$ cat src/rtl/robot_seq_pkg.sv
// Shared types and word-layout helpers for the program-driven robot sequencer.
// Word layout, MSB first: {op[1:0], sel[CW-1:0], pol, tgt[AW-1:0], out[NY-1:0]}.
package robot_seq_pkg;

    typedef enum logic [1:0] {
        OpNext = 2'b00,
        OpBr   = 2'b01,
        OpWait = 2'b10,
        OpHalt = 2'b11
    } op_t;

    function automatic int unsigned tgt_lsb(input int unsigned ny);
        return ny;
    endfunction

    function automatic int unsigned pol_bit(input int unsigned ny, input int unsigned aw);
        return ny + aw;
    endfunction

    function automatic int unsigned sel_lsb(input int unsigned ny, input int unsigned aw);
        return ny + aw + 1;
    endfunction

    function automatic int unsigned op_lsb(input int unsigned ny, input int unsigned aw,
                                           input int unsigned cw);
        return ny + aw + 1 + cw;
    endfunction

    function automatic int unsigned word_w(input int unsigned ny, input int unsigned aw,
                                           input int unsigned cw);
        return ny + aw + cw + 3;
    endfunction

    // A fire is any execution that moves pc; stalled WAIT and HALT do not count.
    function automatic logic is_fire(input op_t op, input logic cond);
        return (op == OpNext) || (op == OpBr) || ((op == OpWait) && cond);
    endfunction

endpackage

$ cat src/rtl/robot_seq_mon.sv
// Saturating fire counter on one program address with a threshold alarm.
module robot_seq_mon
    import robot_seq_pkg::*;
#(
    parameter int unsigned AW    = 6,
    parameter int unsigned CNT_W = 8
) (
    input  logic             clk_i,
    input  logic             rst,
    input  logic             fire_i,
    input  logic [AW-1:0]    pc_i,
    input  logic [AW-1:0]    mon_addr_i,
    input  logic [CNT_W-1:0] mon_thresh_i,
    input  logic             mon_clr_i,
    output logic [CNT_W-1:0] mon_count_o,
    output logic             mon_alarm_o
);

    localparam logic [CNT_W-1:0] CntMax = {CNT_W{1'b1}};

    logic [CNT_W-1:0] count_q, count_d;
    logic             alarm_q, alarm_d;

    // Next count: clear wins, otherwise saturating increment on a matching fire.
    always_comb begin
        count_d = count_q;
        alarm_d = 1'b0;
        if (mon_clr_i) begin
            count_d = '0;
        end else begin
            if (fire_i && (pc_i == mon_addr_i) && (count_q != CntMax)) begin
                count_d = count_q + CNT_W'(1);
            end
            alarm_d = (mon_thresh_i != '0) && (count_d >= mon_thresh_i);
        end
    end

    // Counter and alarm registers.
    always_ff @(posedge clk_i or posedge rst) begin
        if (rst) begin
            count_q <= '0;
            alarm_q <= 1'b0;
        end else begin
            count_q <= count_d;
            alarm_q <= alarm_d;
        end
    end

    assign mon_count_o = count_q;
    assign mon_alarm_o = alarm_q;

endmodule

$ cat src/rtl/robot_seq.sv
// Program-driven controller: executes one control word per clock from a loadable table.
module robot_seq
    import robot_seq_pkg::*;
#(
    parameter int unsigned NX    = 5,
    parameter int unsigned NY    = 43,
    parameter int unsigned DEPTH = 64,
    parameter int unsigned CW    = (NX > 1) ? $clog2(NX) : 1,
    parameter int unsigned CNT_W = 8,
    localparam int unsigned AW   = $clog2(DEPTH),
    localparam int unsigned WW   = NY + AW + CW + 3
) (
    input  logic             clk_i,
    input  logic             rst,
    input  logic [NX-1:0]    x_i,
    input  logic             run_i,
    input  logic             prog_we_i,
    input  logic [AW-1:0]    prog_addr_i,
    input  logic [WW-1:0]    prog_data_i,
    output logic [NY-1:0]    y_o,
    output logic [AW-1:0]    pc_o,
    output logic             halted_o,
    input  logic [AW-1:0]    mon_addr_i,
    input  logic [CNT_W-1:0] mon_thresh_i,
    input  logic             mon_clr_i,
    output logic [CNT_W-1:0] mon_count_o,
    output logic             mon_alarm_o
);

    localparam int unsigned TgtLsb = tgt_lsb(NY);
    localparam int unsigned PolBit = pol_bit(NY, AW);
    localparam int unsigned SelLsb = sel_lsb(NY, AW);
    localparam int unsigned OpLsb  = op_lsb(NY, AW, CW);

    logic [WW-1:0] mem_q [DEPTH];

    logic [NY-1:0] y_q, y_d;
    logic [AW-1:0] pc_q, pc_d;
    logic          halted_q, halted_d;

    logic [WW-1:0] w;
    op_t           w_op;
    logic [CW-1:0] w_sel;
    logic          w_pol;
    logic [AW-1:0] w_tgt;
    logic [NY-1:0] w_out;
    logic [AW-1:0] pc_inc;
    logic          cond_raw, cond;
    logic          fire;

    assign w      = mem_q[pc_q];
    assign w_op   = op_t'(w[OpLsb +: 2]);
    assign w_sel  = w[SelLsb +: CW];
    assign w_pol  = w[PolBit];
    assign w_tgt  = w[TgtLsb +: AW];
    assign w_out  = w[NY-1:0];
    assign pc_inc = pc_q + AW'(1);  // DEPTH is a power of two, so this wraps to 0

    // Program writes only while paused; memory has no reset.
    always_ff @(posedge clk_i) begin
        if (prog_we_i && !run_i) begin
            mem_q[prog_addr_i] <= prog_data_i;
        end
    end

    // Condition select; out-of-range selects read as 0 before polarity.
    always_comb begin
        cond_raw = 1'b0;
        for (int unsigned i = 0; i < NX; i++) begin
            if (w_sel == CW'(i)) begin
                cond_raw = x_i[i];
            end
        end
        cond = cond_raw ^ w_pol;
    end

    // Execute the current word; y drops to 0 whenever the word does not drive it.
    always_comb begin
        y_d      = '0;
        pc_d     = pc_q;
        halted_d = halted_q;
        fire     = 1'b0;
        if (run_i) begin
            if (!halted_q) begin
                fire = is_fire(w_op, cond);
                unique case (w_op)
                    OpNext: begin
                        y_d  = w_out;
                        pc_d = pc_inc;
                    end
                    OpBr: begin
                        if (cond) begin
                            y_d  = w_out;
                            pc_d = w_tgt;
                        end else begin
                            pc_d = pc_inc;
                        end
                    end
                    OpWait: begin
                        if (cond) begin
                            y_d  = w_out;
                            pc_d = pc_inc;
                        end
                    end
                    OpHalt: halted_d = 1'b1;
                    default: ;
                endcase
            end
        end else if (halted_q) begin
            // Dropping run after HALT re-arms from address 0.
            halted_d = 1'b0;
            pc_d     = '0;
        end
    end

    // Sequencer state registers.
    always_ff @(posedge clk_i or posedge rst) begin
        if (rst) begin
            y_q      <= '0;
            pc_q     <= '0;
            halted_q <= 1'b0;
        end else begin
            y_q      <= y_d;
            pc_q     <= pc_d;
            halted_q <= halted_d;
        end
    end

    robot_seq_mon #(
        .AW    (AW),
        .CNT_W (CNT_W)
    ) u_mon (
        .clk_i        (clk_i),
        .rst          (rst),
        .fire_i       (fire),
        .pc_i         (pc_q),
        .mon_addr_i   (mon_addr_i),
        .mon_thresh_i (mon_thresh_i),
        .mon_clr_i    (mon_clr_i),
        .mon_count_o  (mon_count_o),
        .mon_alarm_o  (mon_alarm_o)
    );

    assign y_o      = y_q;
    assign pc_o     = pc_q;
    assign halted_o = halted_q;

endmodule

$ cat config.mk
export PLATFORM = sky130hd
export DESIGN_NAME = robot_seq
export DESIGN_NICKNAME = d
export VERILOG_FILES = /design/src/rtl/robot_seq_pkg.sv /design/src/rtl/robot_seq_mon.sv /design/src/rtl/robot_seq.sv
export SDC_FILE = /design/constraint.sdc
export NUM_CORES = 2
export LEC_CHECK = 0
export CORE_UTILIZATION = 50
export CTS_CLUSTER_DIAMETER = 30
export CTS_CLUSTER_SIZE = 8
export DETAILED_ROUTE_END_ITERATION = 10
export GPL_ROUTABILITY_DRIVEN = 0
export PLACE_DENSITY = 0.68
export REMOVE_ABC_BUFFERS = 1
export SLEW_MARGIN = 20
export SYNTH_ARGS = -nofsm -noshare
export SYNTH_HDL_FRONTEND = slang
export SYNTH_SLANG_ARGS = --single-unit
$ cat constraint.sdc
create_clock -name clk_i -period 5.4 [get_ports clk_i]
set_input_delay 1.08 -clock clk_i [delete_from_list [all_inputs] [get_ports clk_i]]
set_output_delay 1.08 -clock clk_i [all_outputs]
set_load 0.005 [all_outputs]
# Word-level counts from Yosys, hierarchy flattened
# Memory sizes are Yosys's and may differ from the RTL's.
# Cells that the tools add are included.
[classes]
n_reduce_logical = 15
n_mux = 26
n_lt_le_gt_ge = 1
addsub = 2
n_eq_ne = 11
bitwise_logic = 1
[op_table]
columns = ["op", "n"]
rows = [
  ["$mux W43", 3],
  ["$pmux W43 S2", 1],
  ["$mux W6", 5],
  ["$mux W8", 3],
  ["$pmux W6 S3", 1],
  ["$mux W1", 13],
  ["$add A8 B1 Y8 const B", 1],
  ["$ge A8 B8 Y1", 1],
  ["$ne A8 B8 Y1 const B", 1],
  ["$reduce_bool A8 Y1", 1],
  ["$add A6 B1 Y6 const B", 1],
  ["$eq A3 B2 Y1 const B", 2],
  ["$eq A6 B6 Y1", 1],
  ["$logic_and A1 B1 Y1", 5],
  ["$eq A2 B2 Y1 const B", 2],
  ["$reduce_and A4 Y1", 1],
  ["$reduce_bool A4 Y1", 1],
  ["$eq A3 B1 Y1 const B", 1],
  ["$eq A3 B3 Y1 const B", 1],
  ["$logic_not A3 Y1", 1],
  ["$ne A3 B3 Y1 const B", 1],
  ["$eq A2 B1 Y1 const B", 1],
  ["$logic_not A2 Y1", 1],
  ["$logic_or A1 B1 Y1", 2],
  ["other kinds (5)", 5],
]
[word_totals]
regBits = 59
ram_bits = 3520
inputBits = 85
mem_count = 1
wordCells = 62
[mem_list]
columns = ["name", "words", "word_bits", "read_ports", "rd_clocked_by_memory_dff", "write_ports", "line_no", "text"]
rows = [
  ["mem_q", 64, 55, 1, 0, 1, "robot_seq.sv:35", "logic [WW-1:0] mem_q [DEPTH];"],
]

# Depth between registers and ports, before layout
# An unclocked memory read counts as a cell.
[depth]
depth_word = 19
depth_mapped = 32
mapped_depth_nobuf = 23

# Cells and area by module
# A second synthesis with hierarchy kept.
[unflattened]
hier_cells = 5466
area_unflattened_um2 = 136564.7
[modules_own_cells]
columns = ["mod", "instances", "area_per_inst_um2", "cells_each"]
rows = [
  ["robot_seq", 1, 135769.0, 5380],
  ["robot_seq_mon", 1, 795.8, 86],
]

# Least setup slack after synthesis
# No wires, ideal clock.
[synth_timing]
path_kind = "flip-flop to flip-flop"
from = "reg pc_q[0], in the netlist pc_o[0]"
to = "reg u_mon.alarm_q, in the netlist u_mon.mon_alarm_o"
path_stages_with_launch = 30
synth_period_minus_slack_ns = 5.524
path_buffers = 9
t_arrival_ns = 5.385
slack_ns = -0.124
path_cell_list = "dfrtp_1 > buf_4 > buf_6 > buf_6 > buf_6 > buf_4 > buf_4 > buf_4 > buf_4 > buf_2 > mux4_2 > o21ai_0 > a221oi_1 > mux2i_1 > inv_1 > ha_1 > o21ai_0 > o211ai_4 > xnor2_1 > ha_1 > nand2b_1 > a21o_1 > a21o_1 > a21o_1 > a21oi_1 > nor2b_1 > o21ai_0 > nand2b_1 > a21oi_1 > a211oi_1"
[synth_between]
elab_chain_len = 19
[synth_rtl]
columns = ["element", "line_no", "text"]
rows = [
  ["from (decl)", "robot_seq.sv:38", "logic [AW-1:0] pc_q, pc_d;"],
  ["from (signal assigned)", "robot_seq.sv:124", "pc_q <= pc_d;"],
  ["$mem_v2 Z64 W55", "-", ""],
  ["$logic_not A3 Y1", "robot_seq.sv:70", "if (w_sel == CW'(i)) begin"],
  ["$mux W1 (5 in a row)", "robot_seq.sv:70", ""],
  ["$xor A1 B1 Y1", "robot_seq.sv:74", "cond = cond_raw ^ w_pol;"],
  ["$logic_and A1 B1 Y1", "robot_seq_pkg.sv:36", "return (op == OpNext) || (op == OpBr) || ((op == OpWait) && cond);"],
  ["$logic_or A1 B1 Y1", "robot_seq_pkg.sv:36", ""],
  ["$mux W1", "robot_seq.sv:84", "if (!halted_q) begin"],
  ["$mux W1", "robot_seq.sv:83", "if (run_i) begin"],
  ["$logic_and A1 B1 Y1 (*) (2 in a row)", "robot_seq_mon.sv:31", "if (fire_i && (pc_i == mon_addr_i) && (count_q != CntMax)) begin"],
  ["$mux W8 (*)", "robot_seq_mon.sv:31", ""],
  ["$mux W8 (*)", "robot_seq_mon.sv:28", "if (mon_clr_i) begin"],
  ["$ge A8 B8 Y1 (*)", "robot_seq_mon.sv:34", "alarm_d = (mon_thresh_i != '0) && (count_d >= mon_thresh_i);"],
  ["$logic_and A1 B1 Y1 (*)", "robot_seq_mon.sv:34", ""],
  ["$mux W1 (*)", "robot_seq_mon.sv:28", ""],
  ["net u_mon.alarm_d", "robot_seq_mon.sv:22", "logic alarm_q, alarm_d;"],
  ["to (signal assigned)", "robot_seq_mon.sv:45", "alarm_q <= alarm_d;"],
  ["to (decl)", "robot_seq_mon.sv:22", ""],
]
# Mark *: on every way through the listed nets, which the timed path passes. The rest lies on a longest branch. The select of a mux whose other input is x is not followed.
# A chain may end at the register's enable or synchronous reset.

# Worst setup path after layout
# Ends and elaborated chain as after synthesis.

==> flow_summary.yaml <==
yosys:
  ys_seq_elements: 3579
  yosysWarnings: 0
  async_flop_share_pct: 1.649
  yosysSeqAreaShare_pct: 78.02
  synth_edf_count: 3520
  synthCells: 6211
  synth.distinct_cells: 68
  synth_area_sq_um: 137400
  syn_area_per_cell_sq_um: 22.12
  synth-main-ff-cell: "edfxtp_1"
die:
  core-area_sq_um: 273400
  ios: 144
  fp.dieH_um: 526.2
  row_count: 192
  start_util_pct: 50.25
  die-area_sq_um: 276800
  die_w_um: 526.2
clocking:
  clk_latency_ns: 0.95
  tritoncts: "built"
  cts_max_level: 6
  ctsHoldBuffers: 0
  cts_made_buffers: 625
  clk_path_buf_depth: 4
  ctsRootBufferMaster: "clkbuf_16"
  clk_pin_slew_ns: 0.05
  numClockSinks: 3579
layout:
  finalNonFillerCells: 10940
  fillCellCount: 18560
  layout.nets: 6998
  drive_above_1_share_pct: 29.16
  area_growth_pct: 19.56
  post-route-cell-area_sq_um: 164200
critical_path:
  crit_type: "reg -> reg"
  r2r_start: "pc_o[0]$_DFFE_PP0P_"
  crit_arrival_ns: 5.95
  crit_path_end_kind: "flop"
  critPathLaunch: "pc_o[0]$_DFFE_PP0P_"
  r2r_slack_ns: 0.26
  worstPathMaxFanout: 20
  cp-start-kind: "flop"
  cp.required_ns: 6.20
placement:
  hpwl_um: 190700
  placed_area_sq_um: 144600
  portBuffers: 143
  dp.cells: 9851
routing:
  vias: 72230
  drtIter0Drc: 10430
  wl_per_cell_um: 35.76
  via_per_inst: 6.605
  drt_pass1_iterations: 5
  drtAntennaViolNets: 0
  wl_um: 391100
  drc: 0
sta:
  skew_ns: 0.06891
  min_period_over_period_pct: 95.21
  drv_slew: 0
  hold_violations: 0
  final.setup.tns_ns: 0
  finalCriticalPeriod_ns: 5.141
  slew_headroom_pct: 23.40
  tightest_slew_ns: 1.149
  setup_violations: 0
  fmax_mhz: 194.5
power:
  total_power_uw: 83660
  ir_drop_v: 0.0003909
  combPwrFrac_pct: 19.5
  switching_share_pct: 25.99
  power_density_nw_per_um2: 509.4
  leakagePower_uw: 0.05265
  p_seq_share_pct: 37.0
  internal-power_uw: 61920
  power_frac_clock_pct: 43.5
  p_switching_uw: 21740
global_routing:
  grt_usage_pct: 28.11
  grt_pass1_vias: 71420
  grt_max_degree: 131
  antenna_found_initial: 26
  gr-total-overflow: 0
  grt_pass1_wl_um: 545300
min_path:
  min_from: "prog_data_i[9]"
  hold_path.class: "in -> reg"
job:
  maxCapViolations: 0
status:
  status: "finished, final reports clean"
==> worst max-delay path, cell delays in order (launching register included) <==
cell      delay (ns)
dfrtp_4         0.56
buf_12          0.14
buf_12          0.18
mux4_2          0.53
mux4_2          0.47
mux2i_1         0.29
nand2_1         0.15
o31ai_4         0.14
o221a_2         0.31
nor2_1          0.07
o211ai_4        0.34
mux2_2          0.39
ha_1            0.28
a21o_1          0.16
a21o_1          0.18
a21o_1          0.17
a21oi_1         0.13
nor2b_1         0.06
o21ai_0         0.14
nand2b_1        0.08
a21oi_1         0.15
a211oi_1        0.06
==> kinds of logic after synthesis <==
| family | Yosys count | synth area share, % |
|---|---|---|
| simple gates | 380 | 1.248 |
| fa+ha+maj | 14 | 0.1275 |
| mux | 1207 | 16.17 |
| compound gates | 657 | 3.134 |
| xor+xnor | 12 | 0.07651 |
| flops | 3579 | 78.02 |
| buf+inv | 362 | 1.221 |
==> cells in the mapped netlist, drive strengths merged, types with 8 or more instances <==
master  number  share of area, %
a211oi      32              0.18
a21oi      146              0.53
a221oi      82              0.52
a22oi       87              0.48
a311oi      35              0.22
a31oi       36              0.17
and3         8             0.036
buf        186              0.74
clkbuf     158              0.43
dfrtp       59               1.1
edfxtp    3520                77
ha          14              0.13
inv         16             0.044
mux2        81              0.66
mux2i      324               2.4
mux4       802                13
nand2       96              0.26
nand2b      13             0.059
nand3       25             0.095
nand4        9             0.041
nor2       170              0.46
nor2b       34              0.15
o211ai      17              0.11
o21ai      172              0.63
o22ai       12             0.055
xnor2       12             0.077
==> area by class of cell <==
type	instances	area, sq um	share of cell area (%)
inverters	18	82.58	0.05028
well taps	3589	4491	2.734
flip-flops and latches	3579	107200	65.27
repair buffers	405	3926	2.390
clock inverters	253	2621	1.596
clock buffers	803	16820	10.24
multi-input cells	2270	29050	17.69
diodes	19	47.55	0.02895
==> cell usage in the layout (no fill, tap or decap), types with 50 or more instances in the layout <==
cell | synthesis | routed
clkbuf_16 | 0 | 638
clkinv_2 | 0 | 80
a221oi_1 | 82 | 82
o21ai_0 | 169 | 168
nor2_1 | 170 | 105
mux2i_1 | 324 | 323
clkinv_1 | 2 | 69
clkdlybuf4s50_1 | 0 | 91
buf_2 | 78 | 50
mux2_2 | 77 | 77
clkbuf_1 | 158 | 141
a21oi_1 | 146 | 146
a22oi_1 | 87 | 87
edfxtp_1 | 3520 | 3520
nand2_1 | 96 | 95
nor2_4 | 0 | 65
buf_12 | 0 | 61
buf_4 | 51 | 201
mux4_2 | 802 | 802
dfrtp_1 | 59 | 53
==> flip-flops by register name (all words and copies together), names as in the netlist <==
register and count:
mem_q 3520, y_o 43, u_mon.mon_count_o 8, pc_o 6, halted_o 1, u_mon.mon_alarm_o 1
==> power groups by stage <==
stage | Clock [uW] | Combinational [uW] | Sequential, uW
after floorplan | 0 | 8540 | 32000
after global placement | 0 | 15900 | 31500
after detailed placement | 0 | 16000 | 31500
after CTS | 36600 | 16200 | 31000
after global routing | 37900 | 17200 | 31000
final | 36400 | 16300 | 31000
==> metrics by stage <==
stage	hold slack (ns)	setup WS, ns	utilization [%]
after floorplan	0.5423	-36.56	-
final	0.5515	0.2586	60.08
after global routing	0.5608	-0.009407	60.07
after detailed placement	0.6490	0.1116	52.90
after global placement	0.6367	0.1398	52.88
after CTS	0.6688	0.1198	60.01
==> per-layer routing <==
metal	routed length [um]	global-route usage (%)	vias to the layer above
li1	-	-	27840
met1	146100	39.53	38390
met2	182200	43.15	5124
met3	48530	6.740	867
met4	14220	10.19	10
met5	62	0	-
==> final timing paths <==
| kind | to | depth (start not counted) |
|---|---|---|
| worst max-delay path | u_mon.mon_alarm_o$_DFF_PP0_ | 21 |
| worst min-delay path | mem_q[30][9]$_DFFE_PP_ | 1 |
| worst max register to register | u_mon.mon_alarm_o$_DFF_PP0_ | 21 |
| worst min register to register | u_mon.mon_count_o[4]$_DFF_PP0_ | 2 |
| max in group asynchronous | y_o[16]$_DFF_PP0_ | 3 |
| min in group asynchronous | u_mon.mon_count_o[3]$_DFF_PP0_ | 2 |
==> repair_timing <==
item                                    CTS  global route
buffers inserted                          0             9
endpoints found under the setup margin    0             1
gates resized for setup                   0             6
No activity file was read; power rests on OpenSTA's default activity.
